[src/rtl/mips_pkg.sv]
// Shared register-file constants and the writeback entry type used around
// the register file write port.
package mips_pkg;

  localparam int REG_AW = 5;
  localparam int REG_DW = 32;
  localparam logic [REG_AW-1:0] REG_ZERO = 5'd0;

  // "reg" is a keyword, so the destination field is named rd.
  typedef struct packed {
    logic [REG_AW-1:0] rd;
    logic [REG_DW-1:0] data;
  } wb_entry_t;

endpackage

[src/rtl/wb_fwd_match.sv]
// Youngest-match lookup over the writeback queue: scans valid entries from
// head towards tail so the last match seen (nearest tail) wins.
module wb_fwd_match #(
  parameter int DEPTH = 4,
  parameter int AW    = 5,
  parameter int DW    = 32,
  parameter int PW    = $clog2(DEPTH)
) (
  input  logic [AW-1:0]    ent_reg  [DEPTH],
  input  logic [DW-1:0]    ent_data [DEPTH],
  input  logic [DEPTH-1:0] valid,
  input  logic [PW-1:0]    head,
  input  logic [AW-1:0]    idx,
  output logic             hit,
  output logic [DW-1:0]    data
);

  logic [PW-1:0] pos;

  always_comb begin
    hit  = 1'b0;
    data = '0;
    pos  = '0;
    for (int k = 0; k < DEPTH; k++) begin
      pos = head + PW'(k);
      // Register zero is hard-wired, so it never forwards.
      if (valid[pos] && (ent_reg[pos] == idx) && (idx != '0)) begin
        hit  = 1'b1;
        data = ent_data[pos];
      end
    end
  end

endmodule

[src/rtl/writeback_queue.sv]
// Writeback request FIFO draining one write per cycle into the register file.
// Forwarding of queued data to decode is built only with WB_QUEUE_FWD_EN.
module writeback_queue
  import mips_pkg::*;
#(
  parameter int DEPTH = 4,
  parameter int AW    = REG_AW,
  parameter int DW    = REG_DW
) (
  input  logic                     clock,
  input  logic                     reset,
  input  logic                     req_valid,
  output logic                     req_ready,
  input  logic [AW-1:0]            req_reg,
  input  logic [DW-1:0]            req_data,
  input  logic                     hold,
  output logic [AW-1:0]            write_reg,
  output logic [DW-1:0]            write_data,
  output logic                     write_enable,
  input  logic [AW-1:0]            rs,
  input  logic [AW-1:0]            rt,
  output logic                     fwd_hit_1,
  output logic                     fwd_hit_2,
  output logic [DW-1:0]            fwd_data_1,
  output logic [DW-1:0]            fwd_data_2,
  output logic [$clog2(DEPTH):0]   count,
  output logic                     empty
);

  localparam int PW = $clog2(DEPTH);
  localparam int CW = PW + 1;

  logic [AW-1:0] mem_reg  [DEPTH];
  logic [DW-1:0] mem_data [DEPTH];
  logic [PW-1:0] head;
  logic [PW-1:0] tail;
  logic [CW-1:0] cnt;
  logic          push;
  logic          pop;

  assign empty        = (cnt == '0);
  assign req_ready    = (cnt != CW'(DEPTH));
  assign write_enable = !empty && !hold;
  assign write_reg    = empty ? '0 : mem_reg[head];
  assign write_data   = empty ? '0 : mem_data[head];
  assign count        = cnt;

  // Writes to r0 complete the handshake but are dropped.
  assign push = req_valid && req_ready && (req_reg != '0);
  assign pop  = write_enable;

  // Storage is deliberately not reset; occupancy alone defines validity.
  always_ff @(posedge clock) begin
    if (push) begin
      mem_reg[tail]  <= req_reg;
      mem_data[tail] <= req_data;
    end
  end

  always_ff @(posedge clock or posedge reset) begin
    if (reset) begin
      head <= '0;
      tail <= '0;
      cnt  <= '0;
    end else begin
      if (push) tail <= tail + 1'b1;
      if (pop)  head <= head + 1'b1;
      case ({push, pop})
        2'b10:   cnt <= cnt + 1'b1;
        2'b01:   cnt <= cnt - 1'b1;
        default: cnt <= cnt;
      endcase
    end
  end

`ifdef WB_QUEUE_FWD_EN
  logic [DEPTH-1:0] valid;
  logic [PW-1:0]    off;

  // An entry is live when its distance from head is below the occupancy.
  always_comb begin
    valid = '0;
    off   = '0;
    for (int i = 0; i < DEPTH; i++) begin
      off      = PW'(i) - head;
      valid[i] = ({1'b0, off} < cnt);
    end
  end

  wb_fwd_match #(.DEPTH(DEPTH), .AW(AW), .DW(DW)) u_fwd_rs (
    .ent_reg  (mem_reg),
    .ent_data (mem_data),
    .valid    (valid),
    .head     (head),
    .idx      (rs),
    .hit      (fwd_hit_1),
    .data     (fwd_data_1)
  );

  wb_fwd_match #(.DEPTH(DEPTH), .AW(AW), .DW(DW)) u_fwd_rt (
    .ent_reg  (mem_reg),
    .ent_data (mem_data),
    .valid    (valid),
    .head     (head),
    .idx      (rt),
    .hit      (fwd_hit_2),
    .data     (fwd_data_2)
  );
`else
  logic unused_lookup;
  assign unused_lookup = ^{rs, rt};
  assign fwd_hit_1  = 1'b0;
  assign fwd_hit_2  = 1'b0;
  assign fwd_data_1 = '0;
  assign fwd_data_2 = '0;
`endif

endmodule

[config.mk]
export PLATFORM = sky130hd
export DESIGN_NAME = writeback_queue
export DESIGN_NICKNAME = d
export VERILOG_FILES = /design/src/rtl/mips_pkg.sv /design/src/rtl/wb_fwd_match.sv /design/src/rtl/writeback_queue.sv
export SDC_FILE = /design/constraint.sdc
export NUM_CORES = 1
export LEC_CHECK = 0
export CAP_MARGIN = 20
export CORE_MARGIN = 3
export CORE_UTILIZATION = 45
export CTS_CLUSTER_DIAMETER = 50
export DETAILED_ROUTE_END_ITERATION = 16
export GPL_ROUTABILITY_DRIVEN = 0
export MAX_ROUTING_LAYER = met4
export PLACE_DENSITY_LB_ADDON = 0.05
export SLEW_MARGIN = 20
export SYNTH_ARGS = -nofsm -noshare
export SYNTH_HDL_FRONTEND = slang
export SYNTH_SLANG_ARGS = --single-unit
[constraint.sdc]
create_clock -name clock -period 2.3 [get_ports clock]
set_clock_uncertainty 0.05 [all_clocks]
set_input_delay 0.345 -clock clock [delete_from_list [all_inputs] [get_ports clock]]
set_output_delay 0.345 -clock clock [all_outputs]
set_load 0.01 [all_outputs]
; After elaboration in Yosys (flattened, before gate mapping)
; Memory sizes are Yosys's and may differ from the RTL's.
; Index checks and enable logic that the tools add are counted.
[classes]
add_sub_neg = 4
n_eq_ne = 3
n_mux = 5
reduce_logical = 8
[ops]
columns = operator, count
row1 = $mux W32, 1
row2 = $pmux W3 S2, 1
row3 = $mux W5, 1
row4 = $reduce_bool A5 Y1, 1
row5 = $add A2 B1 Y2 const B, 2
row6 = $add A3 B1 Y3 const B, 1
row7 = $logic_and A1 B1 Y1, 3
row8 = $logic_not A3 Y1, 1
row9 = $ne A3 B3 Y1 const B, 1
row10 = $sub A3 B1 Y3 const B, 1
row11 = $eq A2 B1 Y1 const B, 1
row12 = $eq A2 B2 Y1 const B, 1
row13 = $logic_not A1 Y1, 2
row14 = $mux W1, 2
row15 = $reduce_bool A2 Y1, 1
[totals]
reg_bits = 7
ram_bits = 148
input_bits = 51
memories = 2
[memory_table]
columns = memory, words, width, read_ports, rd_clocked_by_memory_dff, write_ports, line_no
row1 = mem_data, 4, 32, 1, 0, 1, writeback_queue.sv:34  ; logic [DW-1:0] mem_data [DEPTH];
row2 = mem_reg, 4, 5, 1, 0, 1, writeback_queue.sv:33  ; logic [AW-1:0] mem_reg [DEPTH];

; Depth between registers and ports, before layout
; Gate-level depths: netlist (run 1).
[depth]
depth_word = 5
ltp_mapped = 9
ltp_nobuf = 9

; Least setup slack after synthesis (run 1)
; No wires, ideal clock.
[synth_path]
path_kind = register -> register
from = register cnt[0] (netlist: count[0])
to = register cnt[2] (netlist: count[2])
setup_ps = 79
t_arrival_ps = 2162
required_ps = 2171
path_slack_ps = 9
stages_incl_launch_ff = 10
path_buffers = 0
synth_period_minus_slack_ps = 2291
path_cell_list = dfrtp_1 or3b_2 o211a_4 inv_1 ha_1 inv_1 fa_1 xor2_1 nor2_1 xor2_1
[synth_between]
elab_chain_cells = 5
elab_cells_between_ends = 12
cone_classes = 2 x add/sub / 3 x eq/ne / 1 x mux / 6 x reduce/logical
[synth_rtl]
columns = element, line_no
row1 = "start, declared", writeback_queue.sv:37  ; logic [CW-1:0] cnt;
row2 = "start signal, assigned", writeback_queue.sv:69  ; 2'b10: cnt <= cnt + 1'b1;
row3 = "start signal, assigned", writeback_queue.sv:70  ; 2'b01: cnt <= cnt - 1'b1;
row4 = "start signal, assigned", writeback_queue.sv:71  ; default: cnt <= cnt;
row5 = $ne A3 B3 Y1 (*), writeback_queue.sv:42  ; assign req_ready = (cnt != CW'(DEPTH));
row6 = net req_ready, writeback_queue.sv:13  ; output logic req_ready,
row7 = $logic_and A1 B1 Y1 (*) (2 in series), writeback_queue.sv:49  ; assign push = req_valid && req_ready && (req_reg != '0);
row8 = $eq A2 B1 Y1 / $eq A2 B2 Y1 (equally long branches), writeback_queue.sv:68  ; case ({push, pop})
row9 = $pmux W3 S2 / $reduce_bool A2 Y1 (equally long branches), --
; Mark *: on every way through the listed nets, which the timed path passes. The rest lies on a longest branch.
; A chain may end at the register's enable or synchronous reset.

; Worst setup path in the final report (run 1)
[layout_path]
from = register head[0]
to = output write_reg[3]
[layout_between]
elab_chain_cells = 2
[layout_rtl]
columns = element, line_no
row1 = "start, declared", writeback_queue.sv:35  ; logic [PW-1:0] head;
row2 = "start signal, assigned", writeback_queue.sv:67  ; if (pop) head <= head + 1'b1;
row3 = $mem_v2 Z4 W5, --
row4 = $mux W5, writeback_queue.sv:44  ; assign write_reg = empty ? '0 : mem_reg[head];
row5 = "end, declared", writeback_queue.sv:17  ; output logic [AW-1:0] write_reg,
; Every way passes these cells.

==> out/qor.txt, run 1 <==
CTS tree: yes
final setup violation count: 0
Critical-path top delay cell: mux4_2
largest net degree at the start of global routing: 22
fin crit period: 2.30 ns
crit start category: register
Total GRT Usage: 16.5%
n_diodes: 0
Main synth FF type: edfxtp_1
Syn Area/Cell: 19.2 µm²
clock latency on the worst-skew pair: 0.41 ns
pwr/cell area: 1330 nW/µm²
Worst Path Required: 1.90 ns
Core Area: 14000 µm²
register share of total power: 34.3%
Min Hold Slack: 0.134 ns
NumNets Final: 533
routed len/inst: 18.2 µm
status: completed
Worst path max stage delay: 0.48 ns
Synth Instances: 340
Max VDD drop: 651 µV
area grow syn2layout: 30.8%
gr ovfl total: 0
cts hold-fix bufs: 0
P_leak: 3.20 nW
Hold Fails Final Rpt: 0
antenna violations before repair: 0
Critical path origin: head[0]$_DFFE_PP0P_
sw power: 3.24 mW
Rows: 43
port bufs: 83
Max Cap Viol: 0
Final ANT Viol Nets: 0
Die Area: 16000 µm²
Final period util: 100%
DR DRC count: 0
1st-pass router iterations: 4
Min-Delay Path Class: primary input to asynchronous set/reset pin
Seq cells post-synth: 155
Sw Ratio: 28.7%
clock-pin slew of the registers on the worst-case setup and hold paths: 0.05 ns
Die Span Y: 126 µm
CP bufs+invs: 4
fin area: 8520 µm²
maximum clock rate: 435 MHz
Crit Path Max Fanout: 6
vias in the first global route: 3373
Crit path max-delay family: multiplexers
I/O pin count: 160
H-Tree Depth: 4
FF-to-FF Start: count[0]$_DFFE_PP0P_
final max-slew violation count: 0
layout cell share with drive strength beyond 1: 36.7%
via-per-instance ratio: 4.80
sequential area share after synthesis: 70.9%
unrepaired setup endpoints after global routing: yes
Fill cells: 1059
vias: 3206
Crit Path Class: register to output port
Netlist cell types: 22
most common cell after layout, fill and taps aside: edfxtp_1
Worst Path Arrival: 1.90 ns
dpl hpwl: 7120 µm
starting density of the core: 46.4%
root buf cell: clkbuf_16
Synth Cell Area: 6520 µm²
first-pass GRT wire length: 18800 µm
clock tree buffer depth: 2
TritonCTS Sinks: 155
number of flip-flops in the largest register: 128
total CTS buffers: 17
crit-path cells: buf_6, buf_12, buf_6, mux4_2, nor2b_4, buf_6
total negative slack: 0 ns
synth warn: 0
Critical Path End Type: output port
Comb pwr share: 43.1%
Power Internal: 8.06 mW
Die X: 126 µm
number of synthesized flops with an enable pin: 148
clock share of power: 22.6%
final wirelength: 12200 µm
Placed Instance Area: 7630 µm²
most frequent CP cell: buf_6
Synth async-reset ratio: 4.52%
final total power: 11.3 mW
most frequent cells in the layout: edfxtp_1 (148), conb_1 (66), clkdlybuf4s50_1 (42), mux4_2 (37), buf_6 (22)
DRT iter0 DRCs: 178
## Yosys cell counts, types with 4 or more instances
cell type / instances / area, µm²
inv_1: 7 / 26.3
dfrtp_1: 7 / 175
mux4_2: 37 / 833
xor2_1: 4 / 35.0
and2_2: 4 / 30.0
clkbuf_1: 5 / 18.8
nor2b_1: 37 / 231
ha_1: 5 / 62.6
buf_4: 68 / 510
buf_2: 5 / 25.0
edfxtp_1: 148 / 4440
## routing by layer
layer | GRT usage, % | share of wire, % | vias to the layer above
met3 | 3.96 | 4.6 | 16
met4 | 6.18 | 1.5 | 0
met1 | 21.5 | 44 | 1639
li1 | - | - | 1433
met2 | 25.6 | 50 | 118
met5 | - | 0 | -
## worst register-to-register path: stages, from the launching register on
cell and delay, ns:
dfrtp_1 0.38, or3b_4 0.41, o211a_4 0.15, inv_1 0.05
ha_2 0.16, inv_1 0.05, fa_2 0.33, xor2_1 0.15
nor2_1 0.12, xor2_1 0.16
## metrics by stage
stage / utilization, % / std cells / setup slack, ns
final: 60.7 / 668 / 0.000522
after global routing: 60.7 / 668 / -0.0844
after CTS: 59.8 / 669 / -0.0611
after detailed placement: 54.3 / 618 / -0.546
after global placement: 54.3 / 618 / -0.481
after floorplan: - / 405 / 0.00906
## repair_timing
action                                  CTS  global route
pin swaps                                 1             3
setup buffers                            14             2
endpoints found under the setup margin   40            36
gates resized for setup                 173            45
gates cloned                              6             1
## logic make-up (layout without fill, tap and decap cells)
family | after synthesis | count (layout) | synth area share [%]
AOI/OAI and AO/OA | 1 | 1 | 0.269
DFF | 155 | 155 | 70.9
muxes | 39 | 39 | 13.2
other | 1 | 66 | 0.0575
buffers and inverters | 85 | 168 | 8.91
xor gates and xnor gates | 6 | 6 | 0.806
and+or+nand+nor | 47 | 47 | 4.63
adders and majority gates | 6 | 6 | 1.27
## final timing paths
| path | end | slack (ns) | cells after the start |
|---|---|---|---|
| max reg2reg | count[2]$_DFFE_PP0P_ | 0.21 | 9 |
| min reg2reg | tail[1]$_DFFE_PP0P_ | 0.54 | 1 |
| max | write_reg[3] | 0.0005 | 6 |
| min | count[0]$_DFFE_PP0P_ | 0.13 | 2 |
| max in group asynchronous | head[1]$_DFFE_PP0P_ | 1.81 | 2 |
| min in group clock | mem_reg[3][3]$_DFFE_PP_ | 0.24 | 2 |
## power groups by stage
stage / Clock [mW] / Sequential [mW] / Combinational, mW
final: 2.55 / 3.87 / 4.87
after global routing: 2.75 / 3.92 / 5.23
after CTS: 2.62 / 3.88 / 4.66
after detailed placement: 0 / 3.94 / 4.26
after global placement: 0 / 3.91 / 4.27
after floorplan: 0 / 3.90 / 2.26
## layout make-up
type,count,area [µm²],area share [%]
timing repair buffer,130,1410,16.5
clock buffer,21,440,5.17
tap,180,225,2.64
multi-input combinational,165,1700,20.0
inverter,7,26.3,0.308
sequential,155,4620,54.2
clock inverter,10,101,1.19
Power figures use the tool's default switching activity.
==> run 2, diff against run 1 <==
- CAP_MARGIN: 20 -> not set
==> results of run 2 <==
Same layout as run 1: the final DEF is identical, and so are final timing and power.
